[src/rtl/iir_pkg.sv]
// Shared definitions for the IIR filter post-processing stages.
// Latency: none (types, constants and a combinational helper only).
// Backpressure: not applicable.
package iir_pkg;

    // Fractional bits of the Q1.15 filter coefficients.
    localparam int FRAC_BITS_Q15 = 15;

    // Output holding register occupancy.
    typedef enum logic {
        EMPTY = 1'b0,
        FULL  = 1'b1
    } out_state_t;

    // Clamp a signed value into the range of a signed word of the given width.
    // The result is returned at full width; callers truncate to their own word
    // and detect clipping by comparing against the unclamped input.
    function automatic logic signed [63:0] sat_trunc(
        input logic signed [63:0] value,
        input int                 width
    );
        logic signed [63:0] hi;
        logic signed [63:0] lo;
        hi = (64'sd1 <<< (width - 1)) - 64'sd1;
        lo = -(64'sd1 <<< (width - 1));
        if (value > hi) begin
            return hi;
        end else if (value < lo) begin
            return lo;
        end
        return value;
    endfunction

endpackage

[src/rtl/iir_out_decimator.sv]
// Rounds the raw Q.15 filter accumulator, block-averages 2^LOG2_DEC samples and saturates to OUT_WIDTH.
// Latency: result visible two clk edges after the edge that captures the last sample of a block.
// Backpressure: single holding register; an unconsumed result is overwritten by the next one and flagged sticky.
module iir_out_decimator
    import iir_pkg::*;
#(
    parameter int IN_WIDTH  = 30,
    parameter int FRAC_BITS = FRAC_BITS_Q15,
    parameter int LOG2_DEC  = 4,
    parameter int OUT_WIDTH = 12
) (
    input  logic                        clk,
    input  logic                        n_rst,
    input  logic signed [IN_WIDTH-1:0]  din,
    input  logic                        din_en,
    input  logic                        clr,
    output logic signed [OUT_WIDTH-1:0] dout,
    output logic                        dout_valid,
    input  logic                        dout_ready,
    output logic                        dout_sat,
    output logic                        ovf_sticky
);

    // Rounded sample keeps one extra bit for the rounding carry; the
    // accumulator adds LOG2_DEC more so a full block can never wrap.
    localparam int S1W  = IN_WIDTH - FRAC_BITS + 1;
    localparam int ACCW = S1W + LOG2_DEC;
    localparam int MW   = ACCW + 1 - LOG2_DEC;

    localparam logic [IN_WIDTH:0]     HALF_LSB = (IN_WIDTH + 1)'(1) << (FRAC_BITS - 1);
    localparam logic [ACCW:0]         HALF_DEC = (ACCW + 1)'(1) << (LOG2_DEC - 1);
    localparam logic [LOG2_DEC-1:0]   CNT_LAST = '1;

    logic signed [S1W-1:0]       s1;
    logic                        s1_v;
    logic signed [S1W-1:0]       s1_nxt;
    logic signed [ACCW-1:0]      acc;
    logic [LOG2_DEC-1:0]         cnt;
    logic signed [ACCW-1:0]      sum;
    logic signed [MW-1:0]        mean;
    logic signed [OUT_WIDTH-1:0] sat_dat;
    logic                        sat_flag;
    logic signed [OUT_WIDTH-1:0] res_dat;
    logic                        res_sat;
    logic                        res_v;
    out_state_t                  state;

    // Round half up: add half an LSB in one extra bit, then drop the fraction.
    assign s1_nxt = S1W'(({din[IN_WIDTH-1], din} + HALF_LSB) >> FRAC_BITS);

    // Block sum including the sample currently in stage 1, and its rounded mean.
    assign sum  = acc + ACCW'(s1);
    assign mean = $signed(MW'(({sum[ACCW-1], sum} + HALF_DEC) >> LOG2_DEC));

    assign sat_dat  = OUT_WIDTH'(sat_trunc(64'(mean), OUT_WIDTH));
    assign sat_flag = (sat_trunc(64'(mean), OUT_WIDTH) != 64'(mean));

    assign dout_valid = (state == FULL);

    // Stage 1: capture and round each accepted sample.
    always_ff @(posedge clk or negedge n_rst) begin
        if (!n_rst) begin
            s1   <= '0;
            s1_v <= 1'b0;
        end else if (clr) begin
            s1_v <= 1'b0;
        end else begin
            s1_v <= din_en;
            if (din_en) begin
                s1 <= s1_nxt;
            end
        end
    end

    // Stage 2: accumulate a block of samples; emit its saturated mean on the last one.
    always_ff @(posedge clk or negedge n_rst) begin
        if (!n_rst) begin
            acc     <= '0;
            cnt     <= '0;
            res_dat <= '0;
            res_sat <= 1'b0;
            res_v   <= 1'b0;
        end else if (clr) begin
            acc   <= '0;
            cnt   <= '0;
            res_v <= 1'b0;
        end else begin
            res_v <= 1'b0;
            if (s1_v) begin
                if (cnt == CNT_LAST) begin
                    acc     <= '0;
                    cnt     <= '0;
                    res_dat <= sat_dat;
                    res_sat <= sat_flag;
                    res_v   <= 1'b1;
                end else begin
                    acc <= sum;
                    cnt <= cnt + LOG2_DEC'(1);
                end
            end
        end
    end

    // Output holding register: newest result always wins, a lost result sets the sticky flag.
    always_ff @(posedge clk or negedge n_rst) begin
        if (!n_rst) begin
            state      <= EMPTY;
            dout       <= '0;
            dout_sat   <= 1'b0;
            ovf_sticky <= 1'b0;
        end else if (clr) begin
            state      <= EMPTY;
            dout_sat   <= 1'b0;
            ovf_sticky <= 1'b0;
        end else begin
            case (state)
                EMPTY: begin
                    if (res_v) begin
                        dout     <= res_dat;
                        dout_sat <= res_sat;
                        state    <= FULL;
                    end
                end
                FULL: begin
                    if (res_v) begin
                        dout     <= res_dat;
                        dout_sat <= res_sat;
                        if (!dout_ready) begin
                            ovf_sticky <= 1'b1;
                        end
                    end else if (dout_ready) begin
                        state <= EMPTY;
                    end
                end
                default: state <= EMPTY;
            endcase
        end
    end

endmodule

[config.mk]
export PLATFORM = sky130hd
export DESIGN_NAME = iir_out_decimator
export DESIGN_NICKNAME = d
export VERILOG_FILES = /design/src/rtl/iir_pkg.sv /design/src/rtl/iir_out_decimator.sv
export SDC_FILE = /design/constraint.sdc
export NUM_CORES = 1
export LEC_CHECK = 0
export CORE_ASPECT_RATIO = 0.5
export CORE_MARGIN = 2
export CORE_UTILIZATION = 40
export DETAILED_ROUTE_END_ITERATION = 8
export PLACE_DENSITY_LB_ADDON = 0.1
export SETUP_SLACK_MARGIN = 0.1
export SYNTH_ARGS = -nofsm -noshare
export SYNTH_HDL_FRONTEND = slang
export SYNTH_SLANG_ARGS = --single-unit
[constraint.sdc]
create_clock -name clk -period 6.2 [get_ports clk]
set_clock_uncertainty 0.1 [all_clocks]
set_input_delay 0.62 -clock clk [delete_from_list [all_inputs] [get_ports clk]]
set_output_delay 0.62 -clock clk [all_outputs]
set_load 0.02 [all_outputs]
### Word-level counts from Yosys, hierarchy flattened

Cells that the tools add are included.

| storage, ports and cells | value |
|---|---|
| register bits | 70 |
| input port bits | 35 |

| cells by class | value |
|---|---|
| reduce and logical (&&, ||, !) cells | 7 |
| bitwise logic cells | 2 |
| order comparisons | 2 |
| add/subtract/negate cells | 4 |
| equal/unequal tests | 3 |
| muxes and demuxes | 27 |

Operators by type and width:

| cell | number |
|---|---|
| $mux W64 | 3 |
| $ne A64 B17 Y1 | 1 |
| $mux W20 | 3 |
| $add A30 B16 Y31 const B | 1 |
| $add A20 B5 Y21 const B | 1 |
| $add A20 B16 Y20 | 1 |
| $gt A17 B12 Y1 const B | 1 |
| $lt A17 B12 Y1 const B | 1 |
| $mux W1 | 16 |
| $mux W12 | 1 |
| $mux W4 | 3 |
| $reduce_and A3 Y1 | 2 |
| $reduce_bool A2 Y1 | 3 |
| $add A4 B1 Y4 const B | 1 |
| $eq A4 B4 Y1 const B | 1 |
| $reduce_and A2 Y1 | 2 |
| $ne A2 B2 Y1 const B | 1 |
| $not A1 Y1 | 2 |
| $pmux W1 S2 | 1 |

### Longest topological paths before layout

| depth | value |
|---|---|
| depth after elaboration | 7 |
| gate-level depth with buffers | 14 |
| mapped depth without buffers | 13 |

### Worst setup path after synthesis

OpenSTA, ideal clock, no wires.

| path | value |
|---|---|
| path kind | register to register |
| start | reg s1[0] |
| end | reg res_dat[1] |
| cell stages (with the launch flop) | 15 |
| data arrival time | 3.295 ns |
| period minus slack after synthesis | 3.533 ns |
| data required time | 5.962 ns |
| setup time | 0.138 ns |
| slack | 2.667 ns |
| path buffers | 1 |
| path through | dfrtp_1 ha_1 fa_1 nand3_1 nand2_1 xor2_1 ha_1 nand4_1 nor3b_1 nand4_1 nor3_1 o2111ai_2 a32oi_1 buf_6 o211ai_2 |

| on the way | value |
|---|---|
| word-level cells in the longest chain between the ends | 6 |

Ends and longest elaborated chain:

| item | line | RTL |
|---|---|---|
| start: declaration | iir_out_decimator.sv:34 | `logic signed [S1W-1:0] s1;` |
| start signal: assignment | iir_out_decimator.sv:70 | `s1 <= s1_nxt;` |
| $add A20 B16 Y20 * | iir_out_decimator.sv:52 | `assign sum = acc + ACCW'(s1);` |
| $add A20 B5 Y21 * | iir_out_decimator.sv:53 | `assign mean = $signed(MW'(({sum[ACCW-1], sum} + HALF_DEC) >> LOG2_DEC));` |
| $lt A17 B12 Y1 | iir_pkg.sv:28 | `end else if (value < lo) begin` |
| $mux W1 | iir_pkg.sv:28 |  |
| $mux W1 | iir_pkg.sv:26 | `if (value > hi) begin` |
| $mux W64 * | iir_pkg.sv:31 | `return value;` |
| end signal: assignment | iir_out_decimator.sv:93 | `res_dat <= sat_dat;` |
| end: declaration | iir_out_decimator.sv:43 | `logic signed [OUT_WIDTH-1:0] res_dat;` |

Mark *: on every way between the ends. The rest lies on a longest branch, timed or not.
A chain may end at the register's enable or synchronous reset.

### Worst setup path after layout

| path | value |
|---|---|
| start | reg s1[0] |
| end | reg res_dat[0] |

Same word-level chain as after synthesis.

==> qor.yml <==
yosys.area.top_type_share: 0.361
holdBufCountCts: 0
cts_sinks: 70
mostFrequentLayoutCell: "dfrtp_1"
track_usage: 0.189
critical_path.max_stage_delay_ps: 450
cp_cell_sequence: "ha_1 > fa_1 > nand3_1 > nand2_1 > xor2_1 > ha_1 > nand4_1 > nor3b_1 > nand4_1 > nor3_1 > o2111ai_2 > a32oi_1 > buf_4 > o211ai_1"
post-route-drc-count: 0
grt_pass1_vias: 3692
coreArea_mm2: 0.0118
fin_area_mm2: 0.00567
io_buffers: 35
hpwl_mm: 8.49
yosysUniqueCellTypes: 71
rows: 28
layout_min_cycle_time_ps: 4090
antenna_found_initial: 0
dp_cells: 701
die_height_um: 81.8
critPathTopFamily: "simple AND/OR/NAND/NOR gates"
rsz0062_at_grt: "no"
drt_wl_total_mm: 11.5
cp_slowest_cell: "nor3b_1"
gp_congestion: 0.858
dieWidth_um: 160
yosysWarnings: 0
p_switching_mw: 0.522
yosys.area.top_type: "dfrtp_1"
post_cts_buffers: 0
final_cell_mix: "70 x dfrtp_1, 56 x nand2_1, 34 x o21ai_0, 34 x clkdlybuf4s50_1, 27 x nand3_1"
drt_iter0_markers: 300
synthTopCellsByArea: "dfrtp_1 36%, ha_1 5.7%, nand2_1 4.3%"
clkTransAtPathRegs_ps: 60
wire_per_inst_um: 16.1
worstReg2RegEnd: "res_dat[0]"
ir_worst_vdd_mv: 0.132
ys.flop_type: "dfrtp_1"
setup_tns_ps: 0
htreeDepth: 3
syn_area_mm2: 0.00485
vias: 4037
postPlaceCellArea_mm2: 0.00531
synth_seq_area_share: 0.361
syn_avg_cell_area_um2: 9.25
tightest_slew_ps: 1070
seq_power_share: 0.328
initial_core_util: 0.411
drive_above_1_share: 0.123
ioPinCount: 50
synth-edff-count: 0
finalNonFillerCells: 717
clock_latency_ps: 340
nNetsFinal: 605
insertedDiodeCount: 0
max_freq_ghz: 0.245
criticalPathCategory: "reg2reg"
numCtsBuffers: 9
power_frac_clock: 0.396
hp-class: "in2async"
syn_inst: 524
p_per_area_mw_per_mm2: 278
rrSetupSlack_ps: 2110
start_kind: "flop"
rr_startpoint: "s1[0]"
switching_share: 0.331
period_share: 0.659
critPathCaptureType: "flop"
pwr-share-comb: 0.276
ff2ff_path_depth: 14
cts.path.max_buffers: 2
maxCapViolCount: 0
die_area_mm2: 0.0131
ys_ff_latch: 70
grt.overflow.total: 0
hold_violations: 0
area_growth_pct: 16.9
critical_path_arrival_ps: 4170
tritoncts: "done"
crit_required_ps: 6280
crit_fanout: 11
grt_max_degree: 71
grt_pass1_wl_mm: 19.3
viasPerCell: 5.63
run_status: "complete, no violations"
syn_nets: 582
p_int_mw: 1.05
firstDrtPassIters: 5
setup_viol: 0
leakage_nw: 2.40
final_max_slew_viol_count: 0
cp.buffers_inverters: 1
drtAntennaViolNets: 0
synthArstFlopShare: 1.00
cts_resized: 0
maxSlewHeadroom: 0.284
cts_root_buffer: "clkbuf_16"
-- cell families (layout without fill, tap and decap cells) --
group	count (synthesis)	after routing	synth area share
adders and majority gates	23	23	0.0609
and+or+nand+nor	188	188	0.205
buffers and inverters	40	68	0.0364
muxes	20	20	0.0459
DFF	70	70	0.361
AOI/OAI and AO/OA	152	152	0.235
xor gates and xnor gates	31	31	0.0560
-- routing by layer --
metal / part of all wire / wire [um] / vias up / GRT usage
li1: - / - / 2018 / -
met2: 0.38 / 4410 / 98 / 0.268
met5: 0 / 0 / - / 0
met1: 0.55 / 6370 / 1910 / 0.283
met3: 0.054 / 620 / 11 / 0.0470
met4: 0.0098 / 113 / 0 / 0.0445
-- final cells by class --
| class | instances | area [um^2] |
|---|---|---|
| fillers | 1160 | 6140 |
| multi-input cells | 414 | 2930 |
| flip-flops and latches | 70 | 1750 |
| repair buffers | 40 | 383 |
| clock buffers | 9 | 225 |
| well taps | 165 | 206 |
| clock inverters | 7 | 128 |
| inverters | 12 | 45.0 |
-- worst max path at each step --
| stage | end | cells past startpoint | startpoint | slack, ps |
|---|---|---|---|---|
| floorplan | res_dat[1] | 14 | s1[0] | 2670 |
| global placement | res_dat[0] | 14 | s1[0] | 2140 |
| detailed placement | res_dat[0] | 14 | s1[0] | 2110 |
| CTS | res_dat[0] | 14 | s1[0] | 2110 |
| global route | res_dat[0] | 13 | s1[0] | 1770 |
| finish | res_dat[0] | 14 | s1[0] | 2110 |
-- stage by stage --
step / hold slack (ps) / setup slack (ps) / power [mW] / util
2_1_floorplan: 224 / 2670 / 0.836 / -
3_3_place_gp: 375 / 2140 / 0.952 / 0.450
3_5_place_dp: 379 / 2110 / 0.954 / 0.450
5_1_grt: 420 / 1770 / 1.67 / 0.480
4_1_cts: 395 / 2110 / 1.58 / 0.480
6_report: 374 / 2110 / 1.58 / 0.480
-- power groups by stage --
stage | clock (mW) | combinational, mW | sequential [mW]
floorplan | 0 | 0.317 | 0.519
global placement | 0 | 0.427 | 0.525
detailed placement | 0 | 0.429 | 0.525
CTS | 0.634 | 0.432 | 0.517
global route | 0.663 | 0.485 | 0.522
finish | 0.623 | 0.436 | 0.517
-- cells in the mapped netlist, types with 5 or more instances --
cell type   n
inv_1      12
clkbuf_1   16
xor2_1     18
buf_2       9
a22o_1     20
o211ai_2   11
mux2_2     14
ha_1       22
and3_1      9
nor4_1      5
and2_1      9
nor2b_1     6
nor2_1     21
o21ai_0    34
o21a_1      6
xnor2_1    13
dfrtp_1    70
nand4_1    12
nand3_1    27
nor3_1     15
nand2_1    56
mux2i_1     5
a21oi_1    21
-- registers in the layout, indices dropped and copies added, names as in the netlist --
register    flops
dout_valid      1
s1_v            1
res_sat         1
s1             16
ovf_sticky      1
dout_sat        1
dout           12
res_dat        12
cnt             4
res_v           1
acc            20
-- worst reg2reg max path, stage by stage (launching register included) --
cell	delay (ps)
dfrtp_1	380
ha_1	250
fa_1	420
nand3_1	200
nand2_1	150
xor2_1	200
ha_1	220
nand4_1	180
nor3b_1	450
nand4_1	240
nor3_1	400
o2111ai_2	170
a32oi_1	220
buf_4	240
o211ai_1	100
(Power assumes the default switching activity.)
